--- config.mk ---
export PLATFORM = sky130hd
export DESIGN_NAME = alu_rs_flat
export DESIGN_NICKNAME = d
export VERILOG_FILES = /design/src/rtl/alu_rs_pkg.sv /design/src/rtl/alu_rs_if.sv /design/src/rtl/alu_rs_select.sv /design/src/rtl/alu_rs.sv /design/src/flat_wrapper.sv
export SDC_FILE = /design/constraint.sdc
export NUM_CORES = 2
export LEC_CHECK = 0
export BUFFER_PORTS_ARGS = -buffer_cell sky130_fd_sc_hd__buf_4
export CORE_MARGIN = 2
export CORE_UTILIZATION = 62
export CTS_CLUSTER_SIZE = 16
export DETAILED_ROUTE_END_ITERATION = 8
export GPL_TIMING_DRIVEN = 0
export PLACE_DENSITY = 0.81
export SYNTH_ARGS = -nofsm -noshare
export SYNTH_HDL_FRONTEND = slang
export SYNTH_SLANG_ARGS = --single-unit
--- constraint.sdc ---
create_clock -name clk -period 6.6 [get_ports clk]
set_input_delay 1.32 -clock clk [delete_from_list [all_inputs] [get_ports clk]]
set_output_delay 1.32 -clock clk [all_outputs]
set_load 0.05 [all_outputs]
--- src/rtl/alu_rs_pkg.sv ---
// Shared widths, op-class codes and record types for the ALU reservation station.
// Also holds the broadcast-snoop helper used at issue time and during wakeup.
package alu_rs_pkg;

    localparam int OP_WIDTH        = 7;
    localparam int VAL_WIDTH       = 32;
    localparam int ROB_ID_WIDTH    = 3;
    localparam int ADDR_WIDTH      = 32;
    localparam int TAG_WIDTH       = ROB_ID_WIDTH + 1;
    localparam int RS_SIZE_DEFAULT = 8;

    typedef logic [OP_WIDTH-1:0]   op_t;
    typedef logic [VAL_WIDTH-1:0]  val_t;
    typedef logic [TAG_WIDTH-1:0]  tag_t;
    typedef logic [ADDR_WIDTH-1:0] addr_t;

    typedef enum logic [2:0] {
        OP_B_TYPE     = 3'd0,
        OP_I_TYPE     = 3'd1,
        OP_R_TYPE     = 3'd2,
        OP_AUIPC_TYPE = 3'd3,
        OP_LUI_TYPE   = 3'd4,
        OP_JAL_TYPE   = 3'd5,
        OP_JALR_TYPE  = 3'd6
    } op_class_e;

    // busy means the value is still owed by the producer named in tag.
    typedef struct packed {
        logic busy;
        tag_t tag;
        val_t val;
    } operand_t;

    typedef struct packed {
        logic ready;
        tag_t tag;
        val_t val;
    } bcast_t;

    typedef struct packed {
        logic     busy;
        op_t      op;
        operand_t j;
        operand_t k;
        tag_t     dest;
        addr_t    pc;
    } rs_entry_t;

    function automatic op_t make_op(op_class_e cls, logic [2:0] funct3, logic variant);
        return {variant, funct3, cls};
    endfunction

    // ALU is checked first so it wins if both units broadcast the same tag.
    function automatic operand_t snoop(operand_t opnd, bcast_t alu, bcast_t lsb);
        operand_t res;
        res = opnd;
        if (opnd.busy) begin
            if (alu.ready && alu.tag == opnd.tag) begin
                res.busy = 1'b0;
                res.val  = alu.val;
            end else if (lsb.ready && lsb.tag == opnd.tag) begin
                res.busy = 1'b0;
                res.val  = lsb.val;
            end
        end
        return res;
    endfunction

endpackage

--- src/rtl/alu_rs_if.sv ---
// Issue, broadcast and dispatch signals between the issue stage, the RS and the ALU.
// master = environment (issue stage, result buses, ALU sink); slave = reservation station.
interface alu_rs_if;
    import alu_rs_pkg::*;

    logic  issue_valid;
    op_t   issue_type;
    val_t  issue_vj;
    val_t  issue_vk;
    logic  issue_qj_busy;
    logic  issue_qk_busy;
    tag_t  issue_qj;
    tag_t  issue_qk;
    tag_t  issue_entry;
    addr_t issue_pc;
    logic  rs_full;

    logic  alu_ready;
    tag_t  alu_entry;
    val_t  alu_val;
    logic  lsb_ready;
    tag_t  lsb_entry;
    val_t  lsb_val;

    // `type` is a reserved word, so the dispatched op is carried as exe_type.
    logic  execute;
    op_t   exe_type;
    val_t  val1;
    val_t  val2;
    tag_t  entry;
    addr_t nowPC;

    modport master (
        output issue_valid, issue_type, issue_vj, issue_vk, issue_qj_busy, issue_qk_busy,
               issue_qj, issue_qk, issue_entry, issue_pc,
               alu_ready, alu_entry, alu_val, lsb_ready, lsb_entry, lsb_val,
        input  rs_full, execute, exe_type, val1, val2, entry, nowPC
    );

    modport slave (
        input  issue_valid, issue_type, issue_vj, issue_vk, issue_qj_busy, issue_qk_busy,
               issue_qj, issue_qk, issue_entry, issue_pc,
               alu_ready, alu_entry, alu_val, lsb_ready, lsb_entry, lsb_val,
        output rs_full, execute, exe_type, val1, val2, entry, nowPC
    );

endinterface

--- src/rtl/alu_rs_select.sv ---
// Lowest-index priority encoder: returns the first set bit of req and whether one exists.
module alu_rs_select #(
    parameter int N = 8
) (
    input  logic [N-1:0]         req,
    output logic [$clog2(N)-1:0] idx,
    output logic                 found
);
    localparam int IDX_WIDTH = $clog2(N);

    // NOTE: every output gets a default before the loop, so no latch is inferred.
    always_comb begin
        idx   = '0;
        found = 1'b0;
        for (int i = N - 1; i >= 0; i--) begin
            if (req[i]) begin
                idx   = IDX_WIDTH'(i);
                found = 1'b1;
            end
        end
    end

endmodule

--- src/rtl/alu_rs.sv ---
// ALU reservation station: holds issued ops until both operands arrive, snoops the
// ALU/LSB result buses, and dispatches the lowest-index ready entry each cycle.
module alu_rs
    import alu_rs_pkg::*;
#(
    parameter int RS_SIZE = RS_SIZE_DEFAULT
) (
    input  logic    clk,
    input  logic    rst_in,
    input  logic    rdy_in,
    input  logic    clear_in,
    alu_rs_if.slave bus
);
    localparam int IDX_WIDTH = $clog2(RS_SIZE);

    rs_entry_t            slots [RS_SIZE];
    logic [RS_SIZE-1:0]   free_vec;
    logic [RS_SIZE-1:0]   ready_vec;
    logic [IDX_WIDTH-1:0] free_idx;
    logic [IDX_WIDTH-1:0] ready_idx;
    logic                 free_found;
    logic                 ready_found;
    bcast_t               alu_bc;
    bcast_t               lsb_bc;
    operand_t             issue_j;
    operand_t             issue_k;

    always_comb begin
        free_vec  = '0;
        ready_vec = '0;
        for (int i = 0; i < RS_SIZE; i++) begin
            free_vec[i]  = !slots[i].busy;
            ready_vec[i] = slots[i].busy && !slots[i].j.busy && !slots[i].k.busy;
        end
    end

    alu_rs_select #(.N(RS_SIZE)) u_free_sel (
        .req   (free_vec),
        .idx   (free_idx),
        .found (free_found)
    );

    alu_rs_select #(.N(RS_SIZE)) u_ready_sel (
        .req   (ready_vec),
        .idx   (ready_idx),
        .found (ready_found)
    );

    // Built from pre-edge state, so a slot freed by this edge's dispatch is not offered.
    assign bus.rs_full = !free_found;

    assign alu_bc  = bcast_t'{ready: bus.alu_ready, tag: bus.alu_entry, val: bus.alu_val};
    assign lsb_bc  = bcast_t'{ready: bus.lsb_ready, tag: bus.lsb_entry, val: bus.lsb_val};
    assign issue_j = snoop(operand_t'{busy: bus.issue_qj_busy, tag: bus.issue_qj, val: bus.issue_vj},
                           alu_bc, lsb_bc);
    assign issue_k = snoop(operand_t'{busy: bus.issue_qk_busy, tag: bus.issue_qk, val: bus.issue_vk},
                           alu_bc, lsb_bc);

    // NOTE: sequential state uses non-blocking assignments only, so every read above sees pre-edge values.
    always_ff @(posedge clk) begin
        if (!rst_in) begin
            // NOTE: only the busy bits are reset; payload is don't-care while a slot is free.
            for (int i = 0; i < RS_SIZE; i++) begin
                slots[i].busy <= 1'b0;
            end
            bus.execute  <= 1'b0;
            bus.exe_type <= '0;
            bus.val1     <= '0;
            bus.val2     <= '0;
            bus.entry    <= '0;
            bus.nowPC    <= '0;
        end else if (rdy_in) begin
            if (clear_in) begin
                for (int i = 0; i < RS_SIZE; i++) begin
                    slots[i].busy <= 1'b0;
                end
                bus.execute <= 1'b0;
            end else begin
                // Snooping free or dispatching slots is harmless; their payload is dead.
                for (int i = 0; i < RS_SIZE; i++) begin
                    slots[i].j <= snoop(slots[i].j, alu_bc, lsb_bc);
                    slots[i].k <= snoop(slots[i].k, alu_bc, lsb_bc);
                end

                if (ready_found) begin
                    slots[ready_idx].busy <= 1'b0;
                    bus.execute  <= 1'b1;
                    bus.exe_type <= slots[ready_idx].op;
                    bus.val1     <= slots[ready_idx].j.val;
                    bus.val2     <= slots[ready_idx].k.val;
                    bus.entry    <= slots[ready_idx].dest;
                    bus.nowPC    <= slots[ready_idx].pc;
                end else begin
                    bus.execute  <= 1'b0;
                end

                // The free slot is never the ready slot, so this cannot collide with dispatch.
                if (bus.issue_valid && free_found) begin
                    slots[free_idx] <= rs_entry_t'{
                        busy: 1'b1,
                        op:   bus.issue_type,
                        j:    issue_j,
                        k:    issue_k,
                        dest: bus.issue_entry,
                        pc:   bus.issue_pc
                    };
                end
            end
        end
    end

endmodule

--- src/flat_wrapper.sv ---
// flat-port wrapper written by rule: the top's interface ports become plain ports
module alu_rs_flat import alu_rs_pkg::*;
#(
    parameter int RS_SIZE = RS_SIZE_DEFAULT
)
  (clk, rst_in, rdy_in, clear_in, bus_issue_valid, bus_issue_type, bus_issue_vj, bus_issue_vk, bus_issue_qj_busy, bus_issue_qk_busy, bus_issue_qj, bus_issue_qk, bus_issue_entry, bus_issue_pc, bus_alu_ready, bus_alu_entry, bus_alu_val, bus_lsb_ready, bus_lsb_entry, bus_lsb_val, bus_rs_full, bus_execute, bus_exe_type, bus_val1, bus_val2, bus_entry, bus_nowPC);
  alu_rs_if bus_i ();
  input  logic clk;
  input  logic rst_in;
  input  logic rdy_in;
  input  logic clear_in;
  input wire logic [$bits(bus_i.issue_valid)-1:0] bus_issue_valid;
  input wire logic [$bits(bus_i.issue_type)-1:0] bus_issue_type;
  input wire logic [$bits(bus_i.issue_vj)-1:0] bus_issue_vj;
  input wire logic [$bits(bus_i.issue_vk)-1:0] bus_issue_vk;
  input wire logic [$bits(bus_i.issue_qj_busy)-1:0] bus_issue_qj_busy;
  input wire logic [$bits(bus_i.issue_qk_busy)-1:0] bus_issue_qk_busy;
  input wire logic [$bits(bus_i.issue_qj)-1:0] bus_issue_qj;
  input wire logic [$bits(bus_i.issue_qk)-1:0] bus_issue_qk;
  input wire logic [$bits(bus_i.issue_entry)-1:0] bus_issue_entry;
  input wire logic [$bits(bus_i.issue_pc)-1:0] bus_issue_pc;
  input wire logic [$bits(bus_i.alu_ready)-1:0] bus_alu_ready;
  input wire logic [$bits(bus_i.alu_entry)-1:0] bus_alu_entry;
  input wire logic [$bits(bus_i.alu_val)-1:0] bus_alu_val;
  input wire logic [$bits(bus_i.lsb_ready)-1:0] bus_lsb_ready;
  input wire logic [$bits(bus_i.lsb_entry)-1:0] bus_lsb_entry;
  input wire logic [$bits(bus_i.lsb_val)-1:0] bus_lsb_val;
  output wire logic [$bits(bus_i.rs_full)-1:0] bus_rs_full;
  output wire logic [$bits(bus_i.execute)-1:0] bus_execute;
  output wire logic [$bits(bus_i.exe_type)-1:0] bus_exe_type;
  output wire logic [$bits(bus_i.val1)-1:0] bus_val1;
  output wire logic [$bits(bus_i.val2)-1:0] bus_val2;
  output wire logic [$bits(bus_i.entry)-1:0] bus_entry;
  output wire logic [$bits(bus_i.nowPC)-1:0] bus_nowPC;
  assign bus_i.issue_valid = bus_issue_valid;
  assign bus_i.issue_type = bus_issue_type;
  assign bus_i.issue_vj = bus_issue_vj;
  assign bus_i.issue_vk = bus_issue_vk;
  assign bus_i.issue_qj_busy = bus_issue_qj_busy;
  assign bus_i.issue_qk_busy = bus_issue_qk_busy;
  assign bus_i.issue_qj = bus_issue_qj;
  assign bus_i.issue_qk = bus_issue_qk;
  assign bus_i.issue_entry = bus_issue_entry;
  assign bus_i.issue_pc = bus_issue_pc;
  assign bus_i.alu_ready = bus_alu_ready;
  assign bus_i.alu_entry = bus_alu_entry;
  assign bus_i.alu_val = bus_alu_val;
  assign bus_i.lsb_ready = bus_lsb_ready;
  assign bus_i.lsb_entry = bus_lsb_entry;
  assign bus_i.lsb_val = bus_lsb_val;
  assign bus_rs_full = bus_i.rs_full;
  assign bus_execute = bus_i.execute;
  assign bus_exe_type = bus_i.exe_type;
  assign bus_val1 = bus_i.val1;
  assign bus_val2 = bus_i.val2;
  assign bus_entry = bus_i.entry;
  assign bus_nowPC = bus_i.nowPC;
  alu_rs #(.RS_SIZE(RS_SIZE)) u_core (.clk(clk), .rst_in(rst_in), .rdy_in(rdy_in), .clear_in(clear_in), .bus(bus_i));
endmodule
==> reports/results.tsv <==
stage	metric	value	unit
synthesis	syn_area	52990	µm²
sta	fmax	160.4	MHz
sta	hold_viol	0	
placed_design	dp_slack	349.0	ps
synthesis	synth-xor-area-share	0.02231	
die	initial_core_util	0.6243	
synthesis	synth_common_cells	edfxtp_1, nand2_1, mux2_2	
clock_tree	path_clk_slew	60	ps
worst_setup_path	rrSetupSlack	1660	ps
routing	dr.pass1.iters	8	
final_layout	synthToLayoutAreaGrowth	14.93	%
synthesis	yosysUniqueCellTypes	61	
die	core_area	84880	µm²
placed_design	gp_congestion	1.082	
clock_tree	clk_latency	710	ps
clock_tree	cts-hold-fix-buffers	0	
routing	vias_per_cell	7.420	
synthesis	syn_avg_cell_area	12.44	µm²
synthesis	synth_top_area_share	0.5304	
sta	setup_violations	0	
clock_tree	h-tree-depth	3	
worst_hold_path	hold_path.class	reg2reg	
power_and_ir_drop	ir_worst_vdd	0.0002167	V
die	fp.dieArea	87830	µm²
clock_tree	cts_buffer_depth	3	
final_layout	finalCoreUtilization	0.7175	
worst_setup_path	startpoint_type	primary input	
clock_tree	cts_resized	0	
worst_setup_path	worstSetupPathType	in2reg	
synthesis	yosys_warnings	0	
die	die_y	296.4	µm
clock_tree	cts_setup_buffers	0	
synthesis	netlist_instances	4261	
global_route	grt_pass1_wl	292600	µm
final_layout	fillCellCount	5843	
run_status	status	complete, but fails checks	
sta	skew	47.24	ps
run_status	violations	capacitance limit, slew limit	
synthesis	synth_seq_cells	1052	
global_route	grt_overflow	0	
power_and_ir_drop	total_power	14.75	mW
routing	drt_wl_total	211100	µm
worst_setup_path	path_max_fanout	28	
synthesis	synth_simple_gate_area_share	0.06186	
routing	num_vias	43930	
synthesis	synth-compound-area-share	0.1601	
final_layout	drive_gt1_frac	0.2265	
synthesis	synthAdderAreaFrac	0	
sta	post-route-min-period	6236	ps
worst_setup_path	critPathRequiredTime	7030	ps
routing	dr.first_iter.drc_count	8037	
placed_design	portBuffers	261	
synthesis	synthTopCellsByArea	edfxtp_1, mux2_2, mux2i_1	
routing	antenna_left	0	
power_and_ir_drop	powerDensity	242.2	nW/µm²
final_layout	fin_nets	4856	
clock_tree	cts.sink_count	1052	
sta	worstMarginPinSlew	1588	ps
routing	drc	0	
synthesis	synth.mux.area_fraction	0.1428	
power_and_ir_drop	p_leak	22.24	nW
clock_tree	cts_buffers	106	
synthesis	synth_edf_count	936	
job	maxCapViolCount	3	
clock_tree	clock-root-buffer	clkbuf_16	
die	ios	305	
global_route	grtUsageTotal	0.4712	
placed_design	hpwlAfterDp	143200	µm
worst_setup_path	crit_arrival	6670	ps
clock_tree	cts_tree	yes	
synthesis	yosysSeqAreaShare	0.5742	
sta	setup_ws	364.4	ps
global_route	antenna_found_initial	15	
synthesis	synth.most_common_cell	edfxtp_1	
die	num_rows	107	
sta	maxSlewViolCount	24	
synthesis	synth_top_family_by_area	compound AO/OA/AOI/OAI gates	
sta	rsz0062_at_grt	false	
synthesis	synth_top_flop_cell	edfxtp_1	
sta	slew_headroom	-0.06719	
routing	drt-wirelength-per-cell	35.65	µm
synthesis	async_reset_ff_frac	0	
global_route	grt_pass1_vias	41930	
synthesis	yosys.area.top_type	edfxtp_1	
global_route	grt_start_max_net_pins	55	
die	fp.dieW	296.4	µm
worst_setup_path	endpoint_kind	flop	
sta	setup_tns	0	ps
sta	final.period_utilization	0.9448	
synthesis	syn_nets	4457	
## routing by layer
| layer | global-route usage | routed length [µm] |
|---|---|---|
| met1 | 0.5844 | 68750 |
| met2 | 0.6724 | 88260 |
| met3 | 0.1859 | 36330 |
| met4 | 0.3356 | 17510 |
| met5 | 0.009424 | 200 |
## where the power goes
| group | internal, mW | switching, mW | total [mW] |
|---|---|---|---|
| logic | 0.385 | 0.742 | 1.13 |
| registers | 7.28 | 0.0127 | 7.29 |
| clock network | 3.56 | 2.77 | 6.34 |
## cell type report
type	instances	area, µm²	area share
Sequential cell	1052	30430	0.4996
Inverter	24	95.09	0.001561
Tap cell	1144	1431	0.02350
Buffer	459	1963	0.03223
Clock inverter	58	685.7	0.01126
Multi-Input combinational cell	2726	20770	0.3411
Clock buffer	144	2925	0.04803
Timing Repair Buffer	291	2545	0.04179
Antenna cell	22	55.05	0.0009039
## layout by cell type (no fill, tap or decap), drive strengths merged, types with 20 or more instances in the layout
cell type | netlist | final
nor3 | 20 | 20
a221o | 108 | 108
dfxtp | 116 | 116
a21oi | 123 | 123
inv | 24 | 27
nand2 | 540 | 540
mux2 | 384 | 384
a32oi | 210 | 210
clkbuf | 298 | 442
mux2i | 324 | 324
a22oi | 212 | 212
xor2 | 102 | 102
o21ai | 396 | 396
or4 | 65 | 65
diode | 0 | 22
edfxtp | 936 | 936
clkinv | 0 | 40
xnor2 | 33 | 33
o2bb2ai | 64 | 64
buf | 161 | 452
## through the flow
| step | hold slack (ps) | cell area, µm² | instances |
|---|---|---|---|
| after CTS | 479.9 | 60840 | 5898 |
| after floorplan | 484.2 | 52990 | 4261 |
| after global placement | 460.0 | 56380 | 5666 |
| after global routing | 502.4 | 60860 | 5901 |
| final | 476.6 | 60900 | 5920 |
| after detailed placement | 465.0 | 57230 | 5696 |
## worst max-delay path, stage by stage
cell and delay, ps:
buf_4 110, nor2b_1 130, nand2_1 450, inv_2 260, nand2_1 180, or2_2 120, clkbuf_1 890, clkbuf_1 1120
inv_2 730, buf_12 390, a21oi_1 290, nor2_4 220, buf_12 320
## sequential cells by signal (all words and copies together), names as in the netlist
| name | cells |
|---|---|
| u_core.bus.execute | 1 |
| u_core.bus.entry | 4 |
| u_core.bus.exe_type | 7 |
| u_core.bus.nowPC | 32 |
| u_core.slots | 944 |
| u_core.bus.val2 | 32 |
| u_core.bus.val1 | 32 |
## logic make-up after synthesis
logic type | count (synthesis)
mux | 708
xor+xnor | 135
compound gates | 1166
flops | 1052
simple gates | 717
buf+inv | 483
## path summary, 6_finish.rpt
check	startpoint	depth (start not counted)	end
setup / recovery	rdy_in	13	u_core.slots[0][56]
hold / removal	u_core.bus.execute	2	u_core.bus.execute
setup reg to reg	u_core.slots[0][117]	8	u_core.slots[0][56]
hold reg to reg	u_core.bus.execute	2	u_core.bus.execute
Note: power is estimated with default switching activity, not from simulation.
